**config.mk**
```make
export PLATFORM = sky130hd
export DESIGN_NAME = ifetch_buf
export DESIGN_NICKNAME = d
export VERILOG_FILES = /design/src/rtl/bus_pkg.sv /design/src/rtl/ifetch_fifo.sv /design/src/rtl/ifetch_buf.sv
export SDC_FILE = /design/constraint.sdc
export NUM_CORES = 1
export LEC_CHECK = 0
export ABC_AREA = 1
export CAP_MARGIN = 20
export CORE_ASPECT_RATIO = 1.75
export CORE_MARGIN = 2
export CORE_UTILIZATION = 55
export CTS_CLUSTER_SIZE = 12
export DETAILED_ROUTE_END_ITERATION = 10
export DONT_BUFFER_PORTS = 1
export PLACE_DENSITY = 0.7
export SYNTH_ARGS = -nofsm -noshare
export SYNTH_HDL_FRONTEND = slang
export SYNTH_HIERARCHICAL = 1
export SYNTH_SLANG_ARGS = --single-unit
```
**constraint.sdc**
```tcl
create_clock -name clk -period 12.8 [get_ports clk]
set_clock_uncertainty 0.1 [all_clocks]
set_input_delay 1.28 -clock clk [delete_from_list [all_inputs] [get_ports clk]]
set_output_delay 1.28 -clock clk [all_outputs]
set_load 0.03 [all_outputs]
```
**src/rtl/bus_pkg.sv**
```systemverilog
// Shared definitions for the instruction fetch buffer: FSM state encodings,
// the cache access size code, the PC step and the queue entry layout.
package bus_pkg;

  typedef enum logic [1:0] {
    ST_IDLE  = 2'd0,
    ST_FETCH = 2'd1,
    ST_FULL  = 2'd2
  } fetchState_t;

  localparam logic [1:0]  SIZE_WORD = 2'b10;
  localparam logic [31:0] PC_INC    = 32'd4;

  typedef struct packed {
    logic [31:0] pc;
    logic [31:0] data;
  } fetchEntry_t;

  // Word-align an address by clearing the two byte-offset bits.
  function automatic logic [31:0] alignPc(input logic [31:0] pc);
    return pc & ~32'd3;
  endfunction

endpackage

```
**src/rtl/ifetch_fifo.sv**
```systemverilog
// Instruction queue storage for ifetch_buf: circular buffer of {pc, word}
// entries with wrapping read/write pointers and an occupancy count.
// A flush empties the queue and takes priority over push and pop.
module ifetch_fifo
  import bus_pkg::*;
#(
  parameter int DEPTH = 4
) (
  input  logic                   clk,
  input  logic                   rst,
  input  logic                   i_flush,
  input  logic                   i_push,
  input  logic [31:0]            i_pushPc,
  input  logic [31:0]            i_pushData,
  input  logic                   i_pop,
  output logic [31:0]            o_headPc,
  output logic [31:0]            o_headData,
  output logic [$clog2(DEPTH):0] o_count,
  output logic                   o_empty,
  output logic                   o_full
);

  localparam int PTR_W = $clog2(DEPTH);
  localparam int CNT_W = PTR_W + 1;

  fetchEntry_t      r_mem [DEPTH];
  logic [PTR_W-1:0] r_wrPtr;
  logic [PTR_W-1:0] r_rdPtr;
  logic [CNT_W-1:0] r_count;
  logic             w_doPush;
  logic             w_doPop;

  assign o_full     = (r_count == CNT_W'(DEPTH));
  assign o_empty    = (r_count == '0);
  assign o_count    = r_count;
  assign w_doPush   = i_push && !o_full;
  assign w_doPop    = i_pop && !o_empty;
  assign o_headPc   = r_mem[r_rdPtr].pc;
  assign o_headData = r_mem[r_rdPtr].data;

  // Pointer and occupancy bookkeeping; pointers wrap naturally since DEPTH is a power of two.
  always_ff @(posedge clk or posedge rst) begin
    if (rst) begin
      r_wrPtr <= '0;
      r_rdPtr <= '0;
      r_count <= '0;
    end else if (i_flush) begin
      r_wrPtr <= '0;
      r_rdPtr <= '0;
      r_count <= '0;
    end else begin
      if (w_doPush) r_wrPtr <= r_wrPtr + PTR_W'(1);
      if (w_doPop)  r_rdPtr <= r_rdPtr + PTR_W'(1);
      case ({w_doPush, w_doPop})
        2'b10:   r_count <= r_count + CNT_W'(1);
        2'b01:   r_count <= r_count - CNT_W'(1);
        default: r_count <= r_count;
      endcase
    end
  end

  // Entry storage needs no reset; only slots covered by the count are ever read as valid.
  always_ff @(posedge clk) begin
    if (w_doPush && !i_flush) begin
      r_mem[r_wrPtr].pc   <= i_pushPc;
      r_mem[r_wrPtr].data <= i_pushData;
    end
  end

endmodule

```
**src/rtl/ifetch_buf.sv**
```systemverilog
// Instruction fetch buffer: issues sequential word fetches to the cache,
// queues returned words with their addresses and hands them to decode.
// A redirect flushes the queue and restarts fetching at the new address.
// Optional feature: define IFETCH_BYPASS_EN to forward a completing fetch
// straight to the decode outputs when the queue is empty.
module ifetch_buf
  import bus_pkg::*;
#(
  parameter int          DEPTH    = 4,
  parameter logic [31:0] RESET_PC = 32'h0000_0000
) (
  input  logic        clk,
  input  logic        rst,
  input  logic        fetch_en,
  input  logic        redir_valid,
  input  logic [31:0] redir_pc,
  output logic        cpu_valid,
  input  logic        cpu_ready,
  output logic [31:0] cpu_addr,
  output logic [1:0]  cpu_size,
  input  logic [31:0] cpu_rdata,
  output logic        ins_valid,
  input  logic        ins_ready,
  output logic [31:0] ins_data,
  output logic [31:0] ins_pc
);

  localparam int CNT_W = $clog2(DEPTH) + 1;

  fetchState_t      r_state;
  logic [31:0]      r_pc;
  logic [CNT_W-1:0] w_count;
  logic [CNT_W-1:0] w_nextCount;
  logic             w_empty;
  logic             w_full;
  logic             w_fire;
  logic             w_pending;
  logic             w_bypass;
  logic             w_push;
  logic             w_pop;
  logic [31:0]      w_headPc;
  logic [31:0]      w_headData;

  // A request is only raised while fetching, with room in the queue and no redirect.
  assign cpu_valid = (r_state == ST_FETCH) && !w_full && !redir_valid;
  assign cpu_addr  = r_pc;
  assign cpu_size  = SIZE_WORD;
  assign w_fire    = cpu_valid && cpu_ready;
  assign w_pending = cpu_valid && !cpu_ready;

`ifdef IFETCH_BYPASS_EN
  assign w_bypass = w_empty && w_fire;
`else
  assign w_bypass = 1'b0;
`endif

  assign ins_valid = !w_empty || w_bypass;
  assign ins_data  = w_bypass ? cpu_rdata : w_headData;
  assign ins_pc    = w_bypass ? cpu_addr  : w_headPc;
  assign w_pop     = !w_empty && ins_ready;
  assign w_push    = w_fire && !(w_bypass && ins_ready);

  // Occupancy after this edge, used to detect the queue filling up.
  always_comb begin
    w_nextCount = w_count;
    case ({w_push, w_pop})
      2'b10:   w_nextCount = w_count + CNT_W'(1);
      2'b01:   w_nextCount = w_count - CNT_W'(1);
      default: w_nextCount = w_count;
    endcase
  end

  ifetch_fifo #(
    .DEPTH (DEPTH)
  ) u_fifo (
    .clk        (clk),
    .rst        (rst),
    .i_flush    (redir_valid),
    .i_push     (w_push),
    .i_pushPc   (r_pc),
    .i_pushData (cpu_rdata),
    .i_pop      (w_pop),
    .o_headPc   (w_headPc),
    .o_headData (w_headData),
    .o_count    (w_count),
    .o_empty    (w_empty),
    .o_full     (w_full)
  );

  // Fetch FSM and PC: redirect wins, otherwise idle when disabled with nothing outstanding.
  always_ff @(posedge clk or posedge rst) begin
    if (rst) begin
      r_state <= ST_IDLE;
      r_pc    <= RESET_PC;
    end else if (redir_valid) begin
      r_pc    <= alignPc(redir_pc);
      r_state <= fetch_en ? ST_FETCH : ST_IDLE;
    end else begin
      if (w_fire) r_pc <= r_pc + PC_INC;
      if (!fetch_en && !w_pending) begin
        r_state <= ST_IDLE;
      end else begin
        case (r_state)
          ST_IDLE:  if (fetch_en) r_state <= ST_FETCH;
          ST_FETCH: if (w_nextCount == CNT_W'(DEPTH)) r_state <= ST_FULL;
          ST_FULL:  if (w_pop) r_state <= ST_FETCH;
          default:  r_state <= ST_IDLE;
        endcase
      end
    end
  end

endmodule

```
# Word-level counts from Yosys, hierarchy flattened
# Memory sizes are Yosys's and may differ from the RTL's.
# Index checks and enable logic that the tools add are counted.
dict set report word_totals {
  regBits 41
  latch_bits 0
  ramBits 256
  romBits 0
  inputBits 70
  elab_cells 62
  mem_count 1
}
# name depth width read_ports rd_ports_with_merged_regs wr line
set mem_list {}
lappend mem_list {u_fifo.r_mem 4 64 1 0 1 ifetch_fifo.sv:26} ;# fetchEntry_t r_mem [DEPTH];
dict set report classes {
  n_addsub 5
  mul 0
  n_div 0
  order_cmp 0
  eq_ne 11
  shifts 0
  mux 18
  bitwise_logic 0
  n_reduce_logical 22
}
# op count
set ops {}
lappend ops {{two-way mux 32 bit} 2}
lappend ops {{adder 32 x 3 -> 32 bit (second input constant)} 1}
lappend ops {{two-way mux 2 bit} 9}
lappend ops {{case mux 3 bit (2 select lines)} 2}
lappend ops {{logical AND 1 bit} 9}
lappend ops {{equality test 2 x 1 -> 1 bit (second input constant)} 3}
lappend ops {{equality test 2 bit (second input constant)} 3}
lappend ops {{equality test 3 bit (second input constant)} 2}
lappend ops {{logical NOT 1 bit} 6}
lappend ops {{case mux 2 bit (3 select lines)} 1}
lappend ops {{nonzero test 2 bit} 3}
lappend ops {{adder 2 x 1 -> 2 bit (second input constant)} 2}
lappend ops {{inequality test 4 x 2 -> 1 bit (second input constant)} 1}
lappend ops {{inequality test 4 x 3 -> 1 bit (second input constant)} 1}
lappend ops {{inequality test 4 bit (second input constant)} 1}
lappend ops {{adder 3 x 1 -> 3 bit (second input constant)} 1}
lappend ops {{logical NOT 3 bit} 1}
lappend ops {{two-way mux 1 bit} 3}
lappend ops {{two-way mux 3 bit} 1}
lappend ops {{AND reduction 3 bit} 1}
lappend ops {{nonzero test 3 bit} 1}
lappend ops {{subtractor 3 x 1 -> 3 bit (second input constant)} 1}
lappend ops {{logical NOT 2 bit} 1}

# Longest topological paths before layout
dict set report logic_depth {
  word_depth 12
  ltp_mapped 17
}

# Cells and area by module
# The synthesis kept the hierarchy.
# module n_inst cells_per_inst area_per_inst_um2
set modules_own_cells {}
lappend modules_own_cells {ifetch_fifo 1 687 10082.2}
lappend modules_own_cells {ifetch_buf 1 422 2527.4}

# Worst setup path after synthesis
# Ideal clock, no wire load.
dict set report synth_timing {
  path_kind {input -> register}
  start {input redir_valid}
  end {memory u_fifo/r_mem[0][0] in the netlist's numbering (enable)}
  setup_time_ps 486
  arrival_ps 5004
  t_required_ps 12214
  path_slack_ps 7210
  path_stages 7
  path_buffers 1
  cell_sequence {clkinv_2 > nand3_4 > nor3_1 > buf_2 > a21boi_1 > nand2_1 > nor2_1}
}
dict set report synth_via {
  elab_chain_len 7
}
# element line
set synth_lines {}
lappend synth_lines {{from (decl)} ifetch_buf.sv:15} ;# input logic redir_valid,
lappend synth_lines {{logical NOT 1 bit} ifetch_buf.sv:45} ;# assign cpu_valid = (r_state == ST_FETCH) && !w_full && !redir_valid;
lappend synth_lines {{logical AND 1 bit} ifetch_buf.sv:45}
lappend synth_lines {{logical AND 1 bit} ifetch_buf.sv:48} ;# assign w_fire = cpu_valid && cpu_ready;
lappend synth_lines {{named net w_fire} ifetch_buf.sv:36} ;# logic w_fire;
lappend synth_lines {{logical AND 1 bit} ifetch_fifo.sv:36} ;# assign w_doPush = i_push && !o_full;
lappend synth_lines {{logical AND 1 bit} ifetch_fifo.sv:64} ;# if (w_doPush && !i_flush) begin
lappend synth_lines {{two-way mux 1 bit} ifetch_fifo.sv:64}
lappend synth_lines {{two-way mux 1 bit (implied by the code)} ifetch_fifo.sv:66} ;# r_mem[r_wrPtr].data <= i_pushData;
lappend synth_lines {{to (decl)} ifetch_fifo.sv:26}
# The timed path passes the listed nets, and every way through them passes these cells.

# Final worst setup path
dict set report layout_timing {
  start {register u_fifo.r_rdPtr[0]}
  end {output ins_pc[31]}
}
dict set report layout_via {
  elab_chain_len 1
}
# element line
set layout_lines {}
lappend layout_lines {{from (decl)} ifetch_fifo.sv:28} ;# logic [PTR_W-1:0] r_rdPtr;
lappend layout_lines {{from (signal assigned)} ifetch_fifo.sv:53} ;# if (w_doPop) r_rdPtr <= r_rdPtr + PTR_W'(1);
lappend layout_lines {{memory (4 x 64 bit)} n/a}
lappend layout_lines {{to (decl)} ifetch_buf.sv:25} ;# output logic [31:0] ins_pc
# No other way between the ends.

==> impl_metrics.tcl <==
set metrics [dict create \
    setup_repair_after_global_routing_missed_its_margin "false" \
    cts_repair_resize_count 0 \
    syn_area_per_cell_um2 11.4 \
    post_cts_setup_driven_buffer_insertion_count 0 \
    rows 73 \
    timing.max_cap.violations 0 \
    async_set_or_reset_register_ratio_after_synthesis_pct 13.2 \
    peakVddDrop_mv 0.0878 \
    worstPathCellList "inv_4 > buf_4 > o21ai_0 > o22ai_1" \
    numClockSinks 295 \
    synth_edf_count 256 \
    clkLatencyLatePin_ns 0.53 \
    cts.path.max_buffers 3 \
    clockPowerShare_pct 37.4 \
    critical_path.startpoint_type "flip-flop" \
    grt_overflow 0 \
    critical_path_peak_fanout 77 \
    wire_per_inst_um 19.7 \
    placeableCoreArea_um2 22700 \
    sequential_area_share_after_synthesis_pct 68.7 \
    netlist_instances 1109 \
    cts.root.buffer_cell "sky130_fd_sc_hd__clkbuf_16" \
    critical_path.endpoint "ins_pc[31]" \
    grt_start_max_net_pins 81 \
    gp_congestion 0.907 \
    num_antenna_cells 0 \
    placedInstanceArea_um2 12800 \
    number_of_nets_with_antenna_violations_after_routing 0 \
    slowest_stage "sky130_fd_sc_hd__buf_4" \
    cp.depth 4 \
    post_route_cells_drive_above_1_share_pct 7.29 \
    report.final.hold_viol_count 0 \
    grt_antenna_before_repair 0 \
    post_placement_worst_setup_slack_ns 7.54 \
    grt_util_all_layers_pct 22.9 \
    intPower_w 0.00153 \
    max_freq_ghz 0.209 \
    critPathBufInv 2 \
    synth-main-ff-cell "sky130_fd_sc_hd__edfxtp_1" \
    drt_first_pass_iters 5 \
    clock_tree_from_tritoncts "yes" \
    initial_cell_density_of_the_core_pct 55.7 \
    cts.reportedPaths.clkPinSlew_ns 0.06 \
    critPathLaunch "u_fifo/r_rdPtr[0]" \
    drt-vias-per-instance 5.72 \
    die_h_um 204 \
    p_switching_w 0.000468 \
    dieArea_um2 24200 \
    drc 0 \
    dr.max_layer_used "met4" \
    wl_met1_mm 10.4 \
    detailedRoute.firstIterationViolations 520 \
    regToRegSetupSlack_ns 8.54 \
    number_of_clock_buffers_inserted_by_tritoncts 28 \
    yosys.cell_types.count 42 \
    total_non_filler_cell_area_in_the_finished_layout_um2 13600 \
    buffer_ports.inserted 0 \
    data_arrival_time_of_the_critical_path_ns 3.41 \
    fill_cells 1891 \
    share_seq_of_total_power_pct 57.5 \
    dr_wl_met2_mm 14.8 \
    power_leakage_nw 4.83 \
    die_w_um 118 \
    power.combinational.fraction_pct 5.1 \
    grt_first_pass_wirelength_mm 42.4 \
    maxSlewViolCount 0 \
    setup.worst_path.end_class "output pin" \
    post_route_minimum_period_ns 4.79 \
    finalSetupTns_ns 0 \
    syn2layout_area_growth_pct 7.77 \
    outcome "finished, final reports clean" \
    timing_worst_slew_pin_value_ns 0.972 \
    num-nets-final 1181 \
    largest_delay_share_family_worst_path "buffers and inverters" \
    power.switching_fraction_pct 23.4 \
    finalSetupViolations 0 \
    met3_length_mm 1.72 \
    htree_num_levels 1 \
    r2r_start "u_fifo/o_count[1]" \
    ratio_of_total_power_to_cell_area_nw_per_um2 147 \
    hold_buffers_post_cts 0 \
    total_power_w 0.00200 \
    cp_slowest_stage_delay_ns 0.80 \
    setup_slack_ns 8.01 \
    timing_worst_setup_path_type "flip-flop to output pin" \
    detailed_place_hpwl_mm 17.2 \
    slew_headroom_pct 34.8 \
    worst_hold_path_type "input port to asynchronous set/reset pin" \
    worstPathRequired_ns 11.42 \
    number_of_global_route_vias_before_repair 7778 \
    synth-warning-count 6 \
    syn-cell-area_um2 12600 \
    vias 8145 \
    reg2regPathDepth 8 \
    period_share_pct 37.4 \
    regToRegEndpoint "u_fifo/r_mem[3][1]" \
    io_pins 170 \
    wl_mm 28.0 \
    synth.ff_latch_count 295 \
]
kinds of logic (layout without fill, tap and decap cells):
| group | Yosys count | in the layout | share of synthesized area (%) |
|---|---|---|---|
| fa+ha+maj | 8 | 8 | 0.913 |
| xor+xnor | 7 | 7 | 0.486 |
| simple gates | 453 | 453 | 14.7 |
| flops | 295 | 295 | 68.7 |
| compound gates | 227 | 227 | 10.4 |
| buf+inv | 117 | 123 | 4.77 |
| other cells | 2 | 12 | 0.0596 |
synth_stat cells (2+ instances only):
cell / instances / area share (%)
sky130_fd_sc_hd__o211ai_1: 4 / 0.24
sky130_fd_sc_hd__o22ai_2: 10 / 0.99
sky130_fd_sc_hd__buf_8: 2 / 0.24
sky130_fd_sc_hd__nand4_1: 2 / 0.099
sky130_fd_sc_hd__buf_2: 11 / 0.44
sky130_fd_sc_hd__nor2_1: 204 / 6.1
sky130_fd_sc_hd__nand2_4: 2 / 0.18
sky130_fd_sc_hd__buf_4: 10 / 0.60
sky130_fd_sc_hd__nand3b_1: 2 / 0.12
sky130_fd_sc_hd__nor2_2: 13 / 0.64
sky130_fd_sc_hd__fa_1: 2 / 0.32
sky130_fd_sc_hd__ha_1: 6 / 0.60
sky130_fd_sc_hd__clkbuf_1: 21 / 0.63
sky130_fd_sc_hd__xor2_1: 5 / 0.35
sky130_fd_sc_hd__a21oi_1: 4 / 0.16
sky130_fd_sc_hd__nor3_1: 5 / 0.20
sky130_fd_sc_hd__o22ai_1: 55 / 2.7
sky130_fd_sc_hd__xnor2_1: 2 / 0.14
sky130_fd_sc_hd__conb_1: 2 / 0.060
sky130_fd_sc_hd__nand3_1: 45 / 1.8
sky130_fd_sc_hd__o21ai_0: 95 / 3.8
sky130_fd_sc_hd__inv_1: 56 / 1.7
sky130_fd_sc_hd__dfrtp_1: 39 / 7.7
sky130_fd_sc_hd__o21ai_1: 53 / 2.1
sky130_fd_sc_hd__edfxtp_1: 256 / 61
sky130_fd_sc_hd__inv_2: 2 / 0.060
sky130_fd_sc_hd__nand2_2: 2 / 0.099
sky130_fd_sc_hd__buf_6: 11 / 0.98
sky130_fd_sc_hd__inv_4: 2 / 0.099
sky130_fd_sc_hd__nand2_1: 174 / 5.2
layout make-up:
type | count | area (um^2) | share of cell area, %
Sequential cell | 295 | 8670 | 63.8
Multi-Input combinational cell | 707 | 3420 | 25.1
Timing Repair Buffer | 9 | 67.6 | 0.497
Clock buffer | 51 | 818 | 6.02
Tap cell | 300 | 375 | 2.76
Inverter | 62 | 239 | 1.76
Clock inverter | 1 | 3.75 | 0.0276
worst min path at each step:
stage | start | endpoint | slack, ns | cells after the start
after global placement | u_fifo/r_wrPtr[1] | u_fifo/r_wrPtr[1] | 0.51 | 2
after CTS | rst | u_fifo/o_count[1] | 0.45 | 1
final | rst | u_fifo/r_rdPtr[0] | 0.47 | 1
after global routing | rst | u_fifo/o_count[1] | 0.46 | 1
after detailed placement | u_fifo/r_wrPtr[1] | u_fifo/r_wrPtr[1] | 0.53 | 2
after floorplan | u_fifo/r_wrPtr[1] | u_fifo/r_wrPtr[1] | 0.46 | 2
metal layers:
metal | track usage, % | up-vias
met1 | 25.5 | 3949
met5 | 0 | -
met3 | 4.24 | 60
li1 | - | 3872
met4 | 10.9 | 0
met2 | 41.9 | 264
state kept, by name (all words and copies together) (netlist names):
register,count
u_fifo/r_mem,256
cpu_addr,30
u_fifo/o_count,3
r_state,2
u_fifo/r_rdPtr,2
u_fifo/r_wrPtr,2
metrics by stage:
stage               cells  util (%)  hold slack, ns
floorplan            1119         -           0.462
global placement     1373      56.4           0.509
detailed placement   1373      56.4           0.535
CTS                  1425      60.0           0.445
global route         1425      60.0           0.462
finish               1425      60.0           0.468
cells in the final DEF, fill, tap and decap left out, types with 2 or more instances in the layout:
cell type,synthesis,layout
sky130_fd_sc_hd__buf_4,10,9
sky130_fd_sc_hd__o22ai_1,55,55
sky130_fd_sc_hd__a21oi_1,4,4
sky130_fd_sc_hd__nor3_1,5,4
sky130_fd_sc_hd__xnor2_1,2,2
sky130_fd_sc_hd__nand4_1,2,2
sky130_fd_sc_hd__clkinv_1,1,2
sky130_fd_sc_hd__inv_2,2,2
sky130_fd_sc_hd__o211ai_1,4,4
sky130_fd_sc_hd__nor2_4,1,5
sky130_fd_sc_hd__fa_1,2,2
sky130_fd_sc_hd__conb_1,2,12
sky130_fd_sc_hd__inv_1,56,56
sky130_fd_sc_hd__inv_4,2,2
sky130_fd_sc_hd__ha_1,6,6
sky130_fd_sc_hd__nor2_2,13,13
sky130_fd_sc_hd__clkbuf_16,0,29
sky130_fd_sc_hd__nand2_1,174,174
sky130_fd_sc_hd__o22ai_2,10,10
sky130_fd_sc_hd__nand2_4,2,2
sky130_fd_sc_hd__dfrtp_1,39,37
sky130_fd_sc_hd__xor2_1,5,5
sky130_fd_sc_hd__nand3b_1,2,2
sky130_fd_sc_hd__nand2_2,2,2
sky130_fd_sc_hd__o21ai_0,95,95
sky130_fd_sc_hd__clkbuf_1,21,21
sky130_fd_sc_hd__edfxtp_1,256,256
sky130_fd_sc_hd__nand3_1,45,45
sky130_fd_sc_hd__nor2_1,204,200
sky130_fd_sc_hd__o21ai_1,53,53
power by group through the flow:
stage | combinational, W | sequential [W] | clock, W
after floorplan | 0.0000861 | 0.00115 | 0
after global placement | 0.000100 | 0.00117 | 0
after detailed placement | 0.000102 | 0.00117 | 0
after CTS | 0.000103 | 0.00115 | 0.000766
after global routing | 0.000114 | 0.00115 | 0.000801
final | 0.000102 | 0.00115 | 0.000748
Power figures use the tool's default switching activity.
